**config.mk**
```make
export PLATFORM = sky130hd
export DESIGN_NAME = fnd_multi_ctrl_flat
export DESIGN_NICKNAME = d
export VERILOG_FILES = /design/src/rtl/fnd_multi_ctrl_if.sv /design/src/rtl/fnd_multi_ctrl.sv /design/src/flat_wrapper.sv
export SDC_FILE = /design/constraint.sdc
export NUM_CORES = 1
export LEC_CHECK = 0
export CORE_MARGIN = 1
export CORE_UTILIZATION = 50
export CTS_CLUSTER_SIZE = 10
export DETAILED_ROUTE_END_ITERATION = 8
export GPL_ROUTABILITY_DRIVEN = 0
export HOLD_SLACK_MARGIN = 0.05
export PLACE_DENSITY = 0.83
export SYNTH_ARGS = -nofsm -noshare
export SYNTH_HDL_FRONTEND = slang
export SYNTH_SLANG_ARGS = --single-unit
```
**constraint.sdc**
```tcl
create_clock -name clk -period 4.5 [get_ports clk]
set_input_delay 1.35 -clock clk [delete_from_list [all_inputs] [get_ports clk]]
set_output_delay 1.35 -clock clk [all_outputs]
set_load 0.02 [all_outputs]
```
**src/rtl/fnd_multi_ctrl_if.sv**
```systemverilog
// Channel-select inputs and multiplexed display outputs of fnd_multi_ctrl.
interface fnd_multi_ctrl_if #(
    parameter int NUM_CH = 5,
    parameter int DATA_W = 8,
    parameter int DIGITS = 4
);
    localparam int CH_W = $clog2(NUM_CH);

    logic [NUM_CH-1:0]        sw;
    logic                     mode_auto;
    logic [NUM_CH*DATA_W-1:0] ch_data;
    logic [7:0]               fndFont;
    logic [DIGITS-1:0]        fndCom;
    logic [CH_W-1:0]          ch_idx;
    logic                     conv_busy;

    modport master (
        output sw, mode_auto, ch_data,
        input  fndFont, fndCom, ch_idx, conv_busy
    );

    modport slave (
        input  sw, mode_auto, ch_data,
        output fndFont, fndCom, ch_idx, conv_busy
    );
endinterface

```
**src/rtl/fnd_multi_ctrl.sv**
```systemverilog
// Multi-channel 7-segment controller: channel select, sequential binary-to-BCD, digit scan.
// Define FND_LZB_EN to enable leading-zero blanking.
module fnd_multi_ctrl #(
    parameter int NUM_CH     = 5,
    parameter int DATA_W     = 8,
    parameter int DIGITS     = 4,
    parameter int SCAN_DIV   = 100000,
    parameter int ROTATE_DIV = 100000000
) (
    input logic             clk,
    input logic             reset,
    fnd_multi_ctrl_if.slave bus
);
    localparam int CH_W   = $clog2(NUM_CH);
    localparam int BCD_W  = 4 * DIGITS;
    localparam int DIG_W  = (DIGITS > 1) ? $clog2(DIGITS) : 1;
    localparam int SCAN_W = (SCAN_DIV > 1) ? $clog2(SCAN_DIV) : 1;
    localparam int ROT_W  = (ROTATE_DIV > 1) ? $clog2(ROTATE_DIV) : 1;
    localparam int STEP_W = (DATA_W > 1) ? $clog2(DATA_W) : 1;

    function automatic logic [63:0] pow10(input int unsigned n);
        logic [63:0] r;
        r = 64'd1;
        for (int unsigned i = 0; i < n; i++) r = r * 64'd10;
        return r;
    endfunction

    localparam logic [63:0] OVF_LIMIT = pow10(DIGITS);

    function automatic logic [7:0] digit_font(
        input logic [BCD_W-1:0] bcd,
        input logic             ovf,
        input logic             blank,
        input logic             auto_on,
        input logic [DIG_W-1:0] d
    );
        logic [3:0] nib;
        logic [7:0] seg;
`ifdef FND_LZB_EN
        logic       upper_zero;
        upper_zero = 1'b1;
`endif
        nib = '0;
        for (int unsigned i = 0; i < DIGITS; i++) begin
            if (d == DIG_W'(i)) nib = bcd[4*i +: 4];
`ifdef FND_LZB_EN
            if (DIG_W'(i) >= d && bcd[4*i +: 4] != 4'd0) upper_zero = 1'b0;
`endif
        end
        case (nib)
            4'd0:    seg = 8'hC0;
            4'd1:    seg = 8'hF9;
            4'd2:    seg = 8'hA4;
            4'd3:    seg = 8'hB0;
            4'd4:    seg = 8'h99;
            4'd5:    seg = 8'h92;
            4'd6:    seg = 8'h82;
            4'd7:    seg = 8'hF8;
            4'd8:    seg = 8'h80;
            4'd9:    seg = 8'h90;
            default: seg = 8'hFF;
        endcase
        if (blank) seg = 8'hFF;
        else if (ovf) seg = 8'hBF;
`ifdef FND_LZB_EN
        else if (upper_zero && d != '0) seg = 8'hFF;
`endif
        if (auto_on && d == DIG_W'(DIGITS - 1)) seg[7] = 1'b0;
        return seg;
    endfunction

    typedef enum logic [1:0] {S_IDLE, S_LOAD, S_SHIFT, S_COMMIT} conv_state_t;

    conv_state_t       state;
    logic [CH_W-1:0]   ch_idx_q, sw_pick;
    logic              sw_any, auto_q, blank;
    logic [ROT_W-1:0]  rot_cnt;
    logic [DATA_W-1:0] sel_val, bin_q, bin_nxt;
    logic [BCD_W-1:0]  bcd_q, bcd_adj, bcd_nxt, disp_bcd;
    logic              ovf_q, disp_ovf, busy_q;
    logic [STEP_W-1:0] step_q;
    logic [SCAN_W-1:0] presc;
    logic [DIG_W-1:0]  digit_cnt, shown_q;
    logic              scan_on;
    logic [7:0]        font_next, font_cur;

    // Descending scan so the lowest set bit is the last (winning) assignment.
    always_comb begin
        sw_pick = '0;
        sw_any  = 1'b0;
        for (int unsigned k = NUM_CH; k > 0; k--) begin
            if (bus.sw[k-1]) begin
                sw_pick = CH_W'(k - 1);
                sw_any  = 1'b1;
            end
        end
    end

    always_comb begin
        sel_val = '0;
        for (int unsigned k = 0; k < NUM_CH; k++) begin
            if (ch_idx_q == CH_W'(k)) sel_val = bus.ch_data[k*DATA_W +: DATA_W];
        end
    end

    always_ff @(posedge clk or negedge reset) begin
        if (!reset) begin
            ch_idx_q <= '0;
            rot_cnt  <= '0;
            auto_q   <= 1'b0;
        end else begin
            auto_q <= bus.mode_auto;
            if (bus.mode_auto) begin
                if (!auto_q) begin
                    rot_cnt <= '0;
                end else if (rot_cnt == ROT_W'(ROTATE_DIV - 1)) begin
                    rot_cnt  <= '0;
                    ch_idx_q <= (ch_idx_q == CH_W'(NUM_CH - 1)) ? '0 : ch_idx_q + CH_W'(1);
                end else begin
                    rot_cnt <= rot_cnt + ROT_W'(1);
                end
            end else begin
                rot_cnt <= '0;
                if (sw_any) ch_idx_q <= sw_pick;
            end
        end
    end

    // One double-dabble step: adjust every nibble, then shift bcd:bin left by one.
    always_comb begin
        bcd_adj = bcd_q;
        for (int unsigned d = 0; d < DIGITS; d++) begin
            if (bcd_q[4*d +: 4] >= 4'd5) bcd_adj[4*d +: 4] = bcd_q[4*d +: 4] + 4'd3;
        end
        {bcd_nxt, bin_nxt} = {bcd_adj, bin_q} << 1;
    end

    always_ff @(posedge clk or negedge reset) begin
        if (!reset) begin
            state    <= S_IDLE;
            bin_q    <= '0;
            bcd_q    <= '0;
            ovf_q    <= 1'b0;
            step_q   <= '0;
            busy_q   <= 1'b0;
            disp_bcd <= '0;
            disp_ovf <= 1'b0;
        end else begin
            case (state)
                S_IDLE: begin
                    bin_q  <= sel_val;
                    busy_q <= 1'b1;
                    state  <= S_LOAD;
                end
                S_LOAD: begin
                    bcd_q  <= '0;
                    ovf_q  <= (64'(bin_q) >= OVF_LIMIT);
                    step_q <= '0;
                    state  <= S_SHIFT;
                end
                S_SHIFT: begin
                    bcd_q  <= bcd_nxt;
                    bin_q  <= bin_nxt;
                    step_q <= step_q + STEP_W'(1);
                    if (step_q == STEP_W'(DATA_W - 1)) state <= S_COMMIT;
                end
                S_COMMIT: begin
                    disp_bcd <= bcd_q;
                    disp_ovf <= ovf_q;
                    busy_q   <= 1'b0;
                    state    <= S_IDLE;
                end
                default: state <= S_IDLE;
            endcase
        end
    end

    always_comb begin
        blank     = !bus.mode_auto && !sw_any;
        font_next = digit_font(disp_bcd, disp_ovf, blank, bus.mode_auto, digit_cnt);
        font_cur  = digit_font(disp_bcd, disp_ovf, blank, bus.mode_auto, shown_q);
    end

    // digit_cnt is the digit shown at the next scan step; shown_q is the one currently lit.
    always_ff @(posedge clk or negedge reset) begin
        if (!reset) begin
            presc       <= '0;
            digit_cnt   <= '0;
            shown_q     <= '0;
            scan_on     <= 1'b0;
            bus.fndFont <= 8'hFF;
            bus.fndCom  <= '1;
        end else if (presc == SCAN_W'(SCAN_DIV - 1)) begin
            presc       <= '0;
            scan_on     <= 1'b1;
            shown_q     <= digit_cnt;
            digit_cnt   <= (digit_cnt == DIG_W'(DIGITS - 1)) ? '0 : digit_cnt + DIG_W'(1);
            bus.fndCom  <= ~(DIGITS'(1) << digit_cnt);
            bus.fndFont <= font_next;
        end else begin
            presc <= presc + SCAN_W'(1);
            if (scan_on) bus.fndFont <= font_cur;
        end
    end

    assign bus.ch_idx    = ch_idx_q;
    assign bus.conv_busy = busy_q;
endmodule

```
**src/flat_wrapper.sv**
```systemverilog
// flat-port wrapper written by rule: the top's interface ports become plain ports
module fnd_multi_ctrl_flat 
#(
    parameter int NUM_CH     = 5,
    parameter int DATA_W     = 8,
    parameter int DIGITS     = 4,
    parameter int SCAN_DIV   = 100000,
    parameter int ROTATE_DIV = 100000000
)
  (clk, reset, bus_sw, bus_mode_auto, bus_ch_data, bus_fndFont, bus_fndCom, bus_ch_idx, bus_conv_busy);
  fnd_multi_ctrl_if #(.NUM_CH(NUM_CH), .DATA_W(DATA_W), .DIGITS(DIGITS)) bus_i ();
  input logic clk;
  input logic reset;
  input wire logic [$bits(bus_i.sw)-1:0] bus_sw;
  input wire logic [$bits(bus_i.mode_auto)-1:0] bus_mode_auto;
  input wire logic [$bits(bus_i.ch_data)-1:0] bus_ch_data;
  output wire logic [$bits(bus_i.fndFont)-1:0] bus_fndFont;
  output wire logic [$bits(bus_i.fndCom)-1:0] bus_fndCom;
  output wire logic [$bits(bus_i.ch_idx)-1:0] bus_ch_idx;
  output wire logic [$bits(bus_i.conv_busy)-1:0] bus_conv_busy;
  assign bus_i.sw = bus_sw;
  assign bus_i.mode_auto = bus_mode_auto;
  assign bus_i.ch_data = bus_ch_data;
  assign bus_fndFont = bus_i.fndFont;
  assign bus_fndCom = bus_i.fndCom;
  assign bus_ch_idx = bus_i.ch_idx;
  assign bus_conv_busy = bus_i.conv_busy;
  fnd_multi_ctrl #(.NUM_CH(NUM_CH), .DATA_W(DATA_W), .DIGITS(DIGITS), .SCAN_DIV(SCAN_DIV), .ROTATE_DIV(ROTATE_DIV)) u_core (.clk(clk), .reset(reset), .bus(bus_i));
endmodule
```
==> results of run 1 <==
==> stage by stage <==
step                      area [sq um]  utilization  worst slack [ns]  instances
after floorplan                   6018            -             1.679        613
after global placement            6740       0.5828             1.057        797
after detailed placement          6740       0.5828             1.050        797
after CTS                         7037       0.6085             1.393        812
after global routing              7037       0.6085             1.246        812
final                             7037       0.6085             1.360        812
==> cells by family after synthesis <==
kind of cell    count (synthesis)
buf+inv                        59
fa+ha+maj                      26
xor+xnor                       47
flops                         111
simple gates                  207
mux                            24
compound gates                139
==> registers in the layout, indices dropped and copies added (netlist names) <==
signal and cells:
u_core.rot_cnt 27, u_core.bus.ch_idx 3, u_core.bus.fndCom 4, u_core.bus.fndFont 8
u_core.state 2, u_core.step_q 3, u_core.bin_q 8, u_core.bcd_q 16
u_core.bus.conv_busy 1, u_core.scan_on 1, u_core.disp_bcd 16, u_core.digit_cnt 2
u_core.auto_q 1, u_core.shown_q 2, u_core.presc 17
==> per-layer routing <==
metal,part of all wire,global-route usage
met4,0.014,0.06757
met2,0.51,0.3847
met5,0,0
met3,0.038,0.03647
met1,0.44,0.2942
==> power breakdown <==
part | internal, uW | total [uW] | switching (uW)
sequential | 1050 | 1110 | 51.6
combinational | 245 | 542 | 297
clock | 433 | 793 | 360
total | 1730 | 2440 | 708
==> how the worst max path moves through the flow <==
stage,startpoint,end,cells past startpoint
floorplan,bus_mode_auto,u_core.bus.fndFont[6],5
global placement,bus_mode_auto,u_core.bus.fndFont[6],6
detailed placement,bus_mode_auto,u_core.bus.fndFont[6],6
CTS,bus_mode_auto,u_core.bus.fndFont[6],6
global route,bus_mode_auto,u_core.bus.fndFont[6],6
finish,bus_mode_auto,u_core.bus.fndFont[6],6
==> area by class of cell <==
| cell class | count | area share |
|---|---|---|
| Multi-Input combinational cell | 443 | 0.4250 |
| Sequential cell | 111 | 0.3969 |
| Timing Repair Buffer | 66 | 0.09246 |
| Clock buffer | 9 | 0.03201 |
| Tap cell | 143 | 0.02543 |
| Inverter | 34 | 0.01814 |
| Clock inverter | 6 | 0.01014 |
==> synthesized netlist by cell type (3+ instances only) <==
cell | count | area (sq um)
dfrtp_1 | 99 | 2477
nor2_1 | 61 | 229.0
nand2_1 | 38 | 142.6
inv_1 | 34 | 127.6
a21oi_1 | 29 | 145.1
xnor2_1 | 28 | 245.2
o21ai_0 | 27 | 135.1
ha_1 | 26 | 325.3
nand3_1 | 25 | 125.1
o22ai_1 | 21 | 131.4
xor2_1 | 19 | 166.4
clkbuf_1 | 17 | 63.81
mux2_2 | 16 | 180.2
nor3_1 | 15 | 75.07
a31oi_1 | 14 | 87.58
nor2b_1 | 13 | 81.33
dfstp_2 | 12 | 315.3
a22oi_1 | 10 | 75.07
nand4_1 | 10 | 62.56
o221ai_1 | 9 | 78.83
nand2b_1 | 8 | 50.05
a211oi_1 | 7 | 52.55
and4_1 | 6 | 52.55
buf_2 | 5 | 25.02
o32ai_1 | 5 | 43.79
and2_1 | 4 | 25.02
and3_1 | 4 | 25.02
mux2i_1 | 4 | 40.04
mux4_2 | 4 | 90.09
nand3b_1 | 4 | 30.03
nor4_1 | 4 | 25.02
o31ai_1 | 3 | 22.52
or2_2 | 3 | 18.77
==> worst max-delay path, stage by stage <==
cell and delay [ns]:
clkdlybuf4s50_1 0.56, or4_4 0.61, nor3_2 0.39, nor2_1 0.10, a221o_1 0.35, o21ai_2 0.06
==> flow_summary.toml, run 1 <==
[outcome]
status = "finished with violations"
violations = "design-rule violations"

[worst_setup_path]
critical_path.reg2reg.endpoint = "u_core.rot_cnt[5]"
rrSetupSlack_ns = 1.89
critPathLaunchType = "primary input"
critical_path.endpoint_type = "flip-flop"
timing.reg2reg.worst_path_depth = 6
critPathRequiredTime_ns = 4.78
criticalPathCategory = "in2reg"
worst-endpoint-arrival_ns = 3.42
critical_path_peak_fanout = 9
r2r-start = "u_core.rot_cnt[0]"

[sta]
setup-violations-final = 0
worst_slew_margin_rel = 0.3070
timing.final.hold_violations = 0
maxClockFrequency_ghz = 0.3185
finalSetupTns_ns = 0
timing.clock.skew_ns = 0.007023
finalMaxSlewViolations = 0
finalWorstPathRequiredPeriod_ns = 3.140
final_min_period_over_clock_period = 0.6977
rsz0062_at_grt = "false"
timing.hold.ws_ns = 0.4771
timing_worst_slew_pin_value_ns = 1.036

[global_route]
gr-usage-all-layers = 0.2251
grt_pass1_vias = 4870
antenna_violations_before_repair = 0
largest_net_degree_at_the_start_of_global_routing = 66
grt_first_pass_wirelength_microns = 22990
grt_overflow = 0

[synth]
edff_count_synth = 0
asyncSetResetFlopFracSynth = 1.000
synthXorXnorAreaFrac = 0.06840
synthesized_netlist_cell_count = 613
synthSimpleGateAreaFrac = 0.1740
dominant_combinational_cell_family_by_area_after_synthesis = "simple AND/OR/NAND/NOR gates"
mappedNetlistArea_sq_mm = 0.006018
yosysWarningCount = 0
synth-compound-area-share = 0.1489
synthDistinctLibCells = 55
synth-adder-area-share = 0.05405
ys.flop_type = "dfrtp_1"
synth_seq_area_share = 0.4640
postSynthNetCount = 687
syn_avg_cell_area_sq_um = 9.818
synth_mux_area_frac = 0.05156
synth-seq-cells = 111

[clocking]
clk_latency_ns = 0.35
cts.sinks = 111
deepest_level_of_the_cts_h_tree = 3
cts_buffers = 9
cts_tree = "yes"
worst_setup_hold_path_clk_slew_ns = 0.07
ctsRootBufferMaster = "clkbuf_16"
cts.hold.buffers_added = 0
cts.path.max_buffers = 2
ctsResizeCount = 0
post_cts.repair.setup_buffers = 0

[place]
portBuffers = 63
dp.final_hpwl_microns = 9591

[min_path]
whs_path_depth = 2
timing.hold.worst.start = "u_core.bus.fndCom[1]"
hold_class = "reg2reg"
worstHoldEndpoint = "u_core.bus.fndCom[1]"

[routing]
drt_antenna_net_count = 0
routed_wire_length_per_instance_microns = 16.40
wirelength_microns = 13320
detail_route.iter0.violations = 334
firstDrtPassIters = 9
remaining_drc_errors = 5
route.detailed.vias_per_inst = 5.991
via_count = 4865

[layout]
commonest_non_fill_non_tap_cells_in_the_layout = "99 x dfrtp_1, 62 x clkdlybuf4s50_1, 61 x nor2_1"
multi_input_comb_area_sq_mm = 0.002990
fillers = 951
p_r_area_growth_vs_syn_pct = 16.92
mostFrequentLayoutCell = "dfrtp_1"
layout.area.seq_sq_mm = 0.002793
post_route_cells_drive_above_1_share = 0.09417
number_of_antenna_diodes = 0
post_layout_nets = 739

[run]
maxCapViolations = 0

[die]
rows = 39
die_w_microns = 111.7
placeableCoreArea_sq_mm = 0.01156
design.portCount = 64
die-area_sq_mm = 0.01248
initial_util = 0.5204
die_y_microns = 111.7

[power_and_ir_drop]
power.density_cell_area_mw_per_mm2 = 347.0
vdd.ir_drop.worst_v = 0.0002350
reported_leakage_power_uw = 0.002929
post-layout-total-power_uw = 2441
No activity file was read; power rests on OpenSTA's default activity.
==> inputs of run 2 (changes only) <==
--- a/config.mk
+++ b/config.mk
@@ -11,7 +11,7 @@
 export DETAILED_ROUTE_END_ITERATION = 8
 export GPL_ROUTABILITY_DRIVEN = 0
 export HOLD_SLACK_MARGIN = 0.05
-export PLACE_DENSITY = 0.83
+export PLACE_DENSITY = 0.86
 export SYNTH_ARGS = -nofsm -noshare
 export SYNTH_HDL_FRONTEND = slang
 export SYNTH_SLANG_ARGS = --single-unit
==> constraint.sdc (replaced) <==
create_clock -name clk -period 2.7 [get_ports clk]
set_input_delay 0.81 -clock clk [delete_from_list [all_inputs] [get_ports clk]]
set_output_delay 0.81 -clock clk [all_outputs]
set_load 0.02 [all_outputs]
==> run 2 against run 1 <==
Against the previous run:
- the run still ends with design-rule violations left
- via count up 1.5%
- global-route usage down 0.18 points
- worst hold slack worse by 0.064 ns
- sequential share of layout area down 0.32 points
- non-clock buffer count up 10
- clock power up 53%
- clock-buffer cell count up 1
- setup slack worse by 1.1 ns
- sequential power up 67%
- final area up 0.80%
- first-iteration DRC count up 56%
- largest power group unchanged
==> flow_summary.toml, run 2 (synthesis results as in run 1) <==
[run]
maxCapViolations = 0

[die]
die-area_sq_mm = 0.01248
die_w_microns = 111.7
placeableCoreArea_sq_mm = 0.01156
die_y_microns = 111.7
initial_util = 0.5204
rows = 39
design.portCount = 64

[routing]
drt_antenna_net_count = 0
routed_wire_length_per_instance_microns = 16.30
remaining_drc_errors = 5
firstDrtPassIters = 7
detail_route.iter0.violations = 521
route.detailed.vias_per_inst = 5.998
wirelength_microns = 13410
via_count = 4936

[layout]
finish.cell_count_without_fillers = 823
p_r_area_growth_vs_syn_pct = 17.86
top_register = "u_core.rot_cnt"
number_of_antenna_diodes = 0
post_layout_nets = 749
multi_input_comb_area_sq_mm = 0.002990
largestRegisters = "u_core.rot_cnt: 27 flops, u_core.presc: 17 flops"
mostFrequentLayoutCell = "dfrtp_1"
post_route_cells_drive_above_1_share = 0.1059
largest_register_ff_count = 27
layout.area.seq_sq_mm = 0.002793
commonest_non_fill_non_tap_cells_in_the_layout = "99 x dfrtp_1, 62 x clkdlybuf4s50_1, 61 x nor2_1"
design_area_sq_mm = 0.007093
fillers = 900

[min_path]
hold_class = "in2async"

[outcome]
violations = "design-rule violations"
status = "finished with violations"

[worst_setup_path]
critical_path.endpoint_type = "flip-flop"
critical_path_peak_fanout = 6
worst-endpoint-arrival_ns = 2.68
timing.reg2reg.worst_path_depth = 8
rrSetupSlack_ns = 0.29
critical_path.reg2reg.endpoint = "u_core.bus.fndFont[3]"
critPathLaunchType = "flip-flop"
r2r-start = "u_core.digit_cnt[0]"
critPathRequiredTime_ns = 2.97
criticalPathCategory = "reg2reg"

[sta]
setup-violations-final = 0
final_min_period_over_clock_period = 0.8935
maxClockFrequency_ghz = 0.4145
worst_slew_margin_rel = 0.4923
timing.clock.skew_ns = 0.005275
timing.final.hold_violations = 0
timing_worst_slew_pin_value_ns = 0.7615
finalWorstPathRequiredPeriod_ns = 2.412
timing.hold.ws_ns = 0.4135
finalWorstSetupSlack_ns = 0.2877
finalMaxSlewViolations = 0
rsz0062_at_grt = "false"

[place]
portBuffers = 63
place.detailed.instances = 807
dp.final_hpwl_microns = 9587
place_area_sq_mm = 0.006828
place_worst_setup_slack_ns = -0.01138

[global_route]
largest_net_degree_at_the_start_of_global_routing = 38
antenna_violations_before_repair = 0
top_usage_layer = "met2"
global_route.usage.met3 = 0.03593
gr-usage-all-layers = 0.2233
grt_overflow = 0
grt_util_met2 = 0.3822
grt_first_pass_wirelength_microns = 22630
global_route.usage.met1 = 0.2808
grt_pass1_vias = 4966

[clocking]
ctsRootBufferMaster = "clkbuf_16"
clk_latency_ns = 0.35
cts.path.max_buffers = 2
cts_tree = "yes"
post_cts.repair.setup_buffers = 0
worst_setup_hold_path_clk_slew_ns = 0.07
cts_buffers = 9
cts.hold.buffers_added = 0
ctsResizeCount = 0
cts.sinks = 111
deepest_level_of_the_cts_h_tree = 3

[power_and_ir_drop]
reported_leakage_power_uw = 0.002971
power.density_cell_area_mw_per_mm2 = 559.6
vdd.ir_drop.worst_v = 0.0003311
## run 2: where the power goes
group / total, uW / leakage [uW] / internal (uW) / switching, uW
registers: 1850 / 0.00145 / 1760 / 87.0
logic: 911 / 0.00139 / 419 / 492
clock network: 1210 / 0.000134 / 623 / 590
## run 2: worst max-delay path, stage by stage (launching register included)
cell and delay (ns):
dfrtp_1 0.40, inv_1 0.14, ha_1 0.18, nor2b_1 0.29
a22o_1 0.21, o221ai_1 0.24, a211o_1 0.40, a221oi_1 0.33
o22ai_1 0.13
## run 2: final cells by class
cell class,count,share of cell area
Inverter,34,0.01799
Timing Repair Buffer,76,0.1041
Multi-Input combinational cell,443,0.4216
Tap cell,143,0.02522
Clock inverter,6,0.005116
Clock buffer,10,0.03228
Sequential cell,111,0.3937
## run 2: how the worst max path moves through the flow
stage | startpoint | to | slack [ns] | depth (start not counted)
after floorplan | bus_mode_auto | u_core.bus.fndFont[6] | 0.42 | 5
after global placement | bus_mode_auto | u_core.bus.fndFont[4] | 0.03 | 6
after detailed placement | bus_mode_auto | u_core.bus.fndFont[4] | -0.01 | 6
after CTS | u_core.digit_cnt[0] | u_core.bus.fndFont[3] | 0.32 | 8
after global routing | u_core.digit_cnt[0] | u_core.bus.fndFont[3] | 0.13 | 8
final | u_core.digit_cnt[0] | u_core.bus.fndFont[3] | 0.29 | 8
## run 2: routing by layer
| layer | wire length [microns] | share of wire | up-vias |
|---|---|---|---|
| met3 | 603 | 0.045 | 25 |
| li1 | - | - | 2322 |
| met1 | 5791 | 0.43 | 2426 |
| met5 | 0 | 0 | - |
| met4 | 270 | 0.020 | 0 |
| met2 | 6748 | 0.50 | 163 |
## run 2: metrics by stage
step,util,power [uW],TNS (ns)
2_1_floorplan,-,2473,0
3_3_place_gp,0.5904,2722,0
3_5_place_dp,0.5904,2760,-0.01138
4_1_cts,0.6133,3976,0
5_1_grt,0.6133,4151,0
6_report,0.6133,3969,0
